File: config.mk
export PLATFORM = sky130hd
export DESIGN_NAME = seq_neuron
export DESIGN_NICKNAME = d
export VERILOG_FILES = /design/src/rtl/seq_neuron.sv
export SDC_FILE = /design/constraint.sdc
export NUM_CORES = 1
export LEC_CHECK = 0
export BUFFER_PORTS_ARGS = -buffer_cell sky130_fd_sc_hd__buf_2
export CORE_MARGIN = 2
export CORE_UTILIZATION = 43
export CTS_CLUSTER_DIAMETER = 120
export DETAILED_ROUTE_END_ITERATION = 7
export HOLD_SLACK_MARGIN = 0.05
export PLACE_DENSITY_LB_ADDON = 0.1
export SYNTH_ARGS = -nofsm -noshare
export SYNTH_HDL_FRONTEND = slang
export SYNTH_SLANG_ARGS = --single-unit
File: constraint.sdc
create_clock -name clk -period 14.6 [get_ports clk]
set_input_delay 0.73 -clock clk [delete_from_list [all_inputs] [get_ports clk]]
set_output_delay 0.73 -clock clk [all_outputs]
set_load 0.05 [all_outputs]
File: src/rtl/seq_neuron.sv
// seq_neuron: time-multiplexed N-input neuron with one shared MAC, saturating accumulator and selectable activation
module seq_neuron #(
    parameter int N_INPUTS  = 2,
    parameter int X_WIDTH   = 8,
    parameter int W_WIDTH   = 8,
    parameter int ACC_WIDTH = 16,
    parameter int OUT_WIDTH = 8,
    parameter int SIG_SHIFT = 2
) (
    input  logic                          clk,
    input  logic                          rst,
    input  logic                          in_valid,
    output logic                          in_ready,
    input  logic [N_INPUTS*X_WIDTH-1:0]   x,
    input  logic [N_INPUTS*W_WIDTH-1:0]   w,
    input  logic [ACC_WIDTH-1:0]          bias,
    input  logic [1:0]                    act_sel,
    output logic                          out_valid,
    input  logic                          out_ready,
    output logic [OUT_WIDTH-1:0]          y,
    output logic                          sat_flag
);
    localparam int PW = X_WIDTH + W_WIDTH;
    localparam int IW = N_INPUTS > 1 ? $clog2(N_INPUTS) : 1;
    localparam logic [IW-1:0] LAST = IW'(N_INPUTS - 1);
    localparam logic [ACC_WIDTH:0] HALF = (ACC_WIDTH + 1)'(1) << (OUT_WIDTH - 1);

    typedef enum logic [1:0] {IDLE, MAC, ACT, DONE} state_t;

    state_t                       state, state_next;
    logic [N_INPUTS*X_WIDTH-1:0]  x_r;
    logic [N_INPUTS*W_WIDTH-1:0]  w_r;
    logic [1:0]                   sel_r;
    logic [ACC_WIDTH-1:0]         acc;
    logic [IW-1:0]                idx;
    logic                         sat_int;
    logic                         accept;
    logic signed [X_WIDTH-1:0]    xs;
    logic signed [W_WIDTH-1:0]    ws;
    logic signed [PW-1:0]         prod;
    logic [ACC_WIDTH:0]           sum;
    logic                         ovf;
    logic [ACC_WIDTH-1:0]         acc_next;
    logic                         pos;
    logic                         lin_fits;
    logic [ACC_WIDTH-1:0]         shr;
    logic [ACC_WIDTH:0]           hs;
    logic [OUT_WIDTH-1:0]         y_step, y_relu, y_sig, y_lin, y_act;

    // State register
    always_ff @(posedge clk) begin
        if (rst)
            state <= IDLE;
        else
            state <= state_next;
    end

    // Next-state logic: one MAC step per input pair, then activation, then wait for downstream
    always_comb begin
        state_next = state;
        case (state)
            IDLE:    state_next = accept ? MAC : IDLE;
            MAC:     state_next = idx == LAST ? ACT : MAC;
            ACT:     state_next = DONE;
            DONE:    state_next = out_ready ? IDLE : DONE;
            default: state_next = IDLE;
        endcase
    end

    // Handshake outputs; reset blocks acceptance in the same cycle
    always_comb begin
        in_ready = state == IDLE && !rst;
        accept   = in_valid && in_ready;
    end

    // Shared MAC: full-width product sign-extended one bit past the accumulator, clamped on overflow
    always_comb begin
        xs       = x_r[int'(idx)*X_WIDTH +: X_WIDTH];
        ws       = w_r[int'(idx)*W_WIDTH +: W_WIDTH];
        prod     = xs * ws;
        sum      = {acc[ACC_WIDTH-1], acc} + {{(ACC_WIDTH+1-PW){prod[PW-1]}}, prod};
        ovf      = sum[ACC_WIDTH] ^ sum[ACC_WIDTH-1];
        acc_next = ovf ? {sum[ACC_WIDTH], {(ACC_WIDTH-1){~sum[ACC_WIDTH]}}} : sum[ACC_WIDTH-1:0];
    end

    // Activation functions evaluated on the final accumulator
    always_comb begin
        pos      = !acc[ACC_WIDTH-1] && |acc;
        y_step   = OUT_WIDTH'(pos);
        y_relu   = !pos ? '0 : (|acc[ACC_WIDTH-1:OUT_WIDTH] ? '1 : acc[OUT_WIDTH-1:0]);
        shr      = $signed(acc) >>> SIG_SHIFT;
        hs       = {shr[ACC_WIDTH-1], shr} + HALF;
        y_sig    = hs[ACC_WIDTH] ? '0 : (|hs[ACC_WIDTH-1:OUT_WIDTH] ? '1 : hs[OUT_WIDTH-1:0]);
        lin_fits = &acc[ACC_WIDTH-1:OUT_WIDTH-1] || ~|acc[ACC_WIDTH-1:OUT_WIDTH-1];
        y_lin    = lin_fits ? acc[OUT_WIDTH-1:0] : {acc[ACC_WIDTH-1], {(OUT_WIDTH-1){~acc[ACC_WIDTH-1]}}};
        y_act    = sel_r == 2'd0 ? y_step :
                   sel_r == 2'd1 ? y_relu :
                   sel_r == 2'd2 ? y_sig  : y_lin;
    end

    // Datapath: capture operands on accept, accumulate, publish result, retire on handshake
    always_ff @(posedge clk) begin
        if (rst) begin
            acc       <= '0;
            idx       <= '0;
            sat_int   <= 1'b0;
            out_valid <= 1'b0;
            y         <= '0;
            sat_flag  <= 1'b0;
        end else begin
            case (state)
                IDLE: if (accept) begin
                    x_r     <= x;
                    w_r     <= w;
                    sel_r   <= act_sel;
                    acc     <= bias;
                    idx     <= '0;
                    sat_int <= 1'b0;
                end
                MAC: begin
                    acc <= acc_next;
                    idx <= idx + 1'b1;
                    if (ovf)
                        sat_int <= 1'b1;
                end
                ACT: begin
                    y         <= y_act;
                    sat_flag  <= sat_int;
                    out_valid <= 1'b1;
                end
                DONE: if (out_ready)
                    out_valid <= 1'b0;
                default: ;
            endcase
        end
    end
endmodule

==> summary.txt, run 1 <==
Yosys
  – Sequential area share after synthesis: 0.263
  – Compound-Gate Fraction of Synth Area: 0.138
  – Synth Area in XOR/XNOR: 0.0284
  – Syn. warnings: 0
  – Largest family of logic cells by synthesized area: adder cells
  – Most common flop cell mapped by yosys: edfxtp_1
  – Adder-cell share of the synthesized area: 0.330
  – Synthesized Nets: slightly below 800
  – EDFF count, synth: 34
  – Synth Area in Simple Gates: 0.120
  – Post-Syn Instances: ~620
  – Cell Area, Synth: around 0.006 mm2
  – Ys async rst share: 0
  – Post-synthesis mux area share: 0.0493
  – Synth unique cells: 59
  – Synth Register Bits: 64
  – Mean Syn Cell Area: about 9.9 um2

Min path
  – Worst hold path type: reg2reg
  – HP Start: sat_flag

STA
  – # setup viols final: 0
  – Fmax: 0.144 GHz
  – Final critical-path share of the clock period: 0.475
  – Final hold violations: 0
  – Least-Margin Pin Slew: roughly 1.1 ns
  – Setup Skew: 0.00755 ns
  – RSZ-0062 raised after global routing: false
  – Total Negative Setup Slacks: 0 ns
  – Min Tclk post-route: between 6 and 7 ns
  – Rel. slew slack: 0.249
  – Final Max Slew Viols: 0

Setup path
  – Crit path max-delay cell type: mux2i_1
  – Req. time, crit path: 14.85 ns
  – Most frequent cell on the critical path: fa_1
  – Crit Path Class: reg2reg
  – Delay-heaviest family, CP: adder cells
  – CP startpoint: idx
  – Crit. End Element: register
  – CP max FO: 28
  – RR Startpoint: idx
  – Largest stage delay, worst path: 0.65 ns
  – Critical path data arrival time: 7.18 ns
  – CP cell instances: buf_4 > mux2i_1 > inv_1 > nand2_1 > fa_1 > fa_1 > inv_1 > fa_1 > fa_1 > fa_1 > ha_1 > a21o_1 > a31oi_1 > or4b_4 > a41o_4 > xnor2_4 > a21oi_2 > a221oi_2
  – WP buf/inv: 3
  – Worst setup SP type: register

Clock network
  – Clock-pin slew on the worst setup and hold paths: 0.06 ns
  – Clock Latency Late Sink: approximately 0.34 ns
  – Cts repair resizes: 0
  – Clock tree from TritonCTS: done
  – Max clock buf depth: 2
  – Cts-stage hold buffer count: 0
  – Total setup buffers inserted after CTS: 0
  – Root Buffer: clkbuf_16
  – CTS Sinks: between 60 and 70
  – CTS H-tree depth: 3
  – CTS Buf Count: 9

Global route
  – Tot GR Track Use: 0.202
  – Initial antenna violation count: 0
  – Met2 GRT Util: 0.314
  – GRT met3 Usage: 0.0444
  – M1 GR Usage: 0.289
  – Busiest grt layer: met2
  – Vias in the first global route: ~4.6k
  – Total congestion overflow: 0
  – First-pass GRT wire length: 23.5 mm
  – Largest net degree at the start of global routing: 56

Floorplanning
  – Die H: ~120 um
  – Die Area: ~0.015 mm2
  – Starting Density: 0.443
  – Ports: 65
  – Core ar.: about 0.014 mm2
  – Chip Width: approximately 120 um
  – Row Count: between 40 and 50

Route
  – DRC errors left: 0
  – Vias per inst: ~5.4
  – DRT Pass-1 Iters: 5
  – Total number of vias: 4625
  – DRT iter0 DRCs: between 300 and 400
  – DR WL/cell: between 15 and 20 um
  – Final ANT Viol Nets: 0
  – Routed wire length: approximately 14 mm

Final layout
  – Nets: roughly 850
  – Ratio of cells with drive above 1 in the final layout: 0.171
  – N_diodes: 0
  – Area Overhead vs Synth: 12.0%
  – Final core utilization: 0.496

Placement
  – Port Buffers: between 60 and 70
  – Final GP Congestion: around 0.89
  – Final HPWL DP: 11.4 mm

Flow run
  – Max Cap Viol: 0

Outcome
  – Status: complete, no violations
[layout make-up]
| cell class | count | area [um2] |
|---|---|---|
| Fill cell | 1322 | 7020 |
| Sequential cell | 64 | 1620 |
| Tap cell | 180 | 225 |
| Timing Repair Buffer | 65 | 328 |
| Multi-Input combinational cell | 451 | 4110 |
| Clock buffer | 13 | 260 |
| Clock inverter | 3 | 40.0 |
| Inverter | 87 | 327 |
[cells by family (layout without fill, tap and decap cells)]
family,after synthesis,after routing
AND/OR/NAND/NOR,166,166
AO/OA/AOI/OAI,122,122
adder cells (fa/ha/maj),117,117
buffers and inverters,109,168
flip-flops,64,64
multiplexers,29,29
XOR/XNOR,17,17
[sequential cells by signal, summed over array words and instances, names as in the netlist]
| signal | cells |
|---|---|
| state | 2 |
| y | 8 |
| sat_flag | 1 |
| idx | 1 |
| acc | 16 |
| x_r | 16 |
| out_valid | 1 |
| sel_r | 2 |
| sat_int | 1 |
| w_r | 16 |
[worst paths after layout]
check	to	slack, ns	cells after the start
max	acc[10]	7.67	18
min	sat_flag	0.45	2
max reg2reg	acc[10]	7.67	18
min reg2reg	sat_flag	0.45	2
[worst min-delay path, stage by stage (launching register included)]
cell,delay (ns)
dfxtp_1,0.30
nand2_1,0.05
a21oi_1,0.05
[per-layer routing]
layer | up-vias | wire length (um)
li1 | 2230 | -
met1 | 2278 | 6610
met4 | 0 | 170
met2 | 104 | 6580
met3 | 13 | 667
met5 | - | 0
[through the flow]
| step | cell area [um2] | setup slack, ns | instances | hold slack (ns) |
|---|---|---|---|---|
| finish | 6910 | 7.67 | 863 | 0.450 |
| global route | 6910 | 7.16 | 863 | 0.477 |
| CTS | 6910 | 7.66 | 863 | 0.453 |
| detailed placement | 6610 | 7.70 | 847 | 0.445 |
| global placement | 6610 | 7.93 | 847 | 0.440 |
| floorplan | 6170 | 8.17 | 624 | 0.432 |
[cells in the final DEF (no fill, tap or decap), types with 3 or more instances in the layout]
master,count
a31o_2,7
o31ai_1,3
o21ai_1,5
a211oi_1,4
o211ai_1,4
dfxtp_1,30
nand2_1,56
a21o_1,3
clkbuf_16,9
nor2b_1,4
ha_1,41
nor4_1,4
xor2_1,3
fa_1,76
a221oi_2,7
and3_1,6
buf_2,64
mux2i_1,18
inv_1,86
mux2_2,11
xnor2_1,12
and2_1,3
a21oi_1,38
edfxtp_1,34
nand2b_1,6
nor2_1,63
a31oi_1,4
nor3_1,6
o21ai_0,23
nand3_1,7
a311oi_1,4
o21a_1,6
[synth_stat cells (all sizes together) (7+ instances only)]
cell type	n	area share
ha	41	0.083
o21ai	28	0.023
nand3	7	0.0057
mux2	11	0.020
dfxtp	30	0.097
a221oi	9	0.020
clkbuf	16	0.012
fa	76	0.25
xnor2	14	0.024
mux2i	18	0.029
edfxtp	34	0.17
a31o	7	0.0099
inv	87	0.053
nand2	56	0.034
nor2	63	0.038
a21oi	39	0.032
Power of run 1 is not shown: default switching activity piles up to over one toggle a cycle in this logic, so the estimate is an artifact.
==> run 2: changes to the inputs <==
- clock period: 14.6 -> 7.2 ns (I/O delays scaled with it)
==> summary.txt, run 2 (synthesized netlist as in run 1, its figures left out) <==
Route
  – DRC errors left: 0 (unchanged)
  – DR WL/cell: 15.7 um (was 16.3 um)
  – Final ANT Viol Nets: 0 (unchanged)
  – DRT Pass-1 Iters: 5 (unchanged)
  – Vias per inst: 5.25 (was 5.36)
  – DRT iter0 DRCs: 373 (was 321)
  – Total number of vias: 4570 (was 4625)
  – Routed wire length: 13.6 mm (was 14.0 mm)

Final layout
  – Most frequent cells in the layout: 86 x inv_1, 76 x fa_1, 64 x buf_2, 63 x nor2_1, 56 x nand2_1 (unchanged)
  – Biggest registers after layout: acc x16, w_r x16, x_r x16 (unchanged)
  – Ratio of cells with drive above 1 in the final layout: 0.186 (was 0.171)
  – Area Overhead vs Synth: 12.8% (was 12.0%)
  – Commonest non-fill, non-tap cell in the layout: inv_1 (unchanged)
  – N_diodes: 0 (unchanged)
  – Nets: 856 (was 849)

STA
  – Rel. slew slack: 0.267 (was 0.249)
  – Final critical-path share of the clock period: 0.930 (was 0.475)
  – Final hold violations: 0 (unchanged)
  – Setup Skew: 0.00844 ns (was 0.00755 ns)
  – Total Negative Setup Slacks: 0 ns (unchanged)
  – Fmax: 0.149 GHz (was 0.144 GHz)
  – RSZ-0062 raised after global routing: false (unchanged)
  – Min Tclk post-route: 6.69 ns (was 6.93 ns)
  – Final WS setup: 0.505 ns (was 7.67 ns)
  – # setup viols final: 0 (unchanged)
  – Least-Margin Pin Slew: 1.10 ns (was 1.12 ns)
  – Final Max Slew Viols: 0 (unchanged)
  – Hold slack: 0.187 ns (was 0.450 ns)

Setup path
  – CP max FO: 22 (was 28)
  – Crit Path Class: reg2reg (unchanged)
  – Req. time, crit path: 7.46 ns (was 14.85 ns)
  – Most frequent cell on the critical path: fa_1 (unchanged)
  – CP cell instances: mux2_2 > and2_2 > inv_1 > fa_1 > inv_1 > fa_1 > fa_1 > fa_1 > fa_1 > ha_1 > a21o_1 > a31oi_1 > or4b_4 > a41o_4 > xnor2_4 > a21oi_2 > a221oi_2 (was buf_4 > mux2i_1 > inv_1 > nand2_1 > fa_1 > fa_1 > inv_1 > fa_1 > fa_1 > fa_1 > ha_1 > a21o_1 > a31oi_1 > or4b_4 > a41o_4 > xnor2_4 > a21oi_2 > a221oi_2)
  – Crit path max-delay cell type: dfxtp_1 (was mux2i_1)
  – Worst setup SP type: register (unchanged)
  – Crit. End Element: register (unchanged)
  – Critical path data arrival time: 6.95 ns (was 7.18 ns)
  – Largest stage delay, worst path: 0.65 ns (about the same)

Floorplanning
  – Starting Density: 0.443 (unchanged)
  – Die Area: 0.0153 mm2 (unchanged)
  – Chip Width: 124 um (unchanged)
  – Die H: 124 um (unchanged)
  – Core ar.: 0.0139 mm2 (unchanged)
  – Ports: 65 (unchanged)
  – Row Count: 43 (unchanged)

Clock network
  – CTS H-tree depth: 3 (unchanged)
  – Max clock buf depth: 2 (unchanged)
  – Clock-pin slew on the worst setup and hold paths: 0.06 ns (about the same)
  – Clock Latency Late Sink: 0.35 ns (was 0.34 ns)
  – Clock tree from TritonCTS: done (unchanged)
  – CTS Sinks: 64 (unchanged)
  – Cts-stage hold buffer count: 0 (unchanged)
  – Cts repair resizes: 0 (unchanged)
  – Root Buffer: clkbuf_16 (unchanged)
  – Total setup buffers inserted after CTS: 0 (unchanged)
  – CTS Buf Count: 9 (unchanged)

Outcome
  – Status: complete, no violations (unchanged)

Placement
  – Final GP Congestion: 0.856 (was 0.893)
  – Dpl ws: 0.359 ns (was 7.70 ns)
  – Port Buffers: 64 (unchanged)
  – Final HPWL DP: 11.2 mm (was 11.4 mm)

Flow run
  – Max Cap Viol: 0 (unchanged)

Global route
  – Tot GR Track Use: 0.196 (was 0.202)
  – First-pass GRT wire length: 22.8 mm (was 23.5 mm)
  – Largest net degree at the start of global routing: 56 (unchanged)
  – Total congestion overflow: 0 (unchanged)
  – Initial antenna violation count: 0 (unchanged)
  – Vias in the first global route: 4537 (was 4641)

Min path
  – Worst hold path type: in2reg (was reg2reg)
==> run 2: changes by cell type in the layout (fill, tap and decap cells not counted) <==
cell	before	now
mux2i_1	18	17
clkbuf_8	2	0
clkinv_4	0	2
inv_6	0	1
mux2i_2	0	1
buf_4	1	8
clkbuf_1	2	0
and2_1	3	2
and2_2	0	1
clkinv_2	2	3
==> run 2: layout make-up <==
cell class / instances / area (um2)
timing repair buffer: 72 / 380
inverter: 87 / 327
tap: 180 / 225
fill: 1333 / 6970
clock inverter: 7 / 71.3
multi-input combinational: 451 / 4120
clock buffer: 9 / 225
sequential: 64 / 1620
==> run 2: worst max-delay path: cells and delay by family (launching register included) <==
kind / cells / cell delay [ns]
flip-flops: 1 / 0.65
multiplexers: 1 / 0.47
XOR/XNOR: 1 / 0.46
buffers and inverters: 2 / 0.23
AND/OR/NAND/NOR: 2 / 0.84
AO/OA/AOI/OAI: 5 / 1.30
adder cells (fa/ha/maj): 6 / 2.64
==> run 2: through the flow <==
step | instance area (um2) | util | std cells
after CTS | 6960 | 0.500 | 870
final | 6970 | 0.500 | 870
after floorplan | 6170 | - | 624
after global placement | 6660 | 0.478 | 854
after detailed placement | 6660 | 0.478 | 854
after global routing | 6970 | 0.500 | 870
==> run 2: worst paths after layout <==
| path | slack, ns | startpoint | to | depth (start not counted) |
|---|---|---|---|---|
| worst max-delay path | 0.51 | idx | acc[12] | 17 |
| worst min-delay path | 0.19 | w[12] | w_r[12] | 1 |
| worst max register to register | 0.51 | idx | acc[12] | 17 |
| worst min register to register | 0.45 | y[6] | y[6] | 2 |
==> run 2: metal layers <==
layer  track usage  part of all wire  wire length (um)
met1         0.289              0.48              6600
met2         0.296              0.46              6250
met3        0.0440             0.046               633
met4        0.0426             0.010               141
met5             0                 0                 0
Power of run 2 is left out for the same reason.
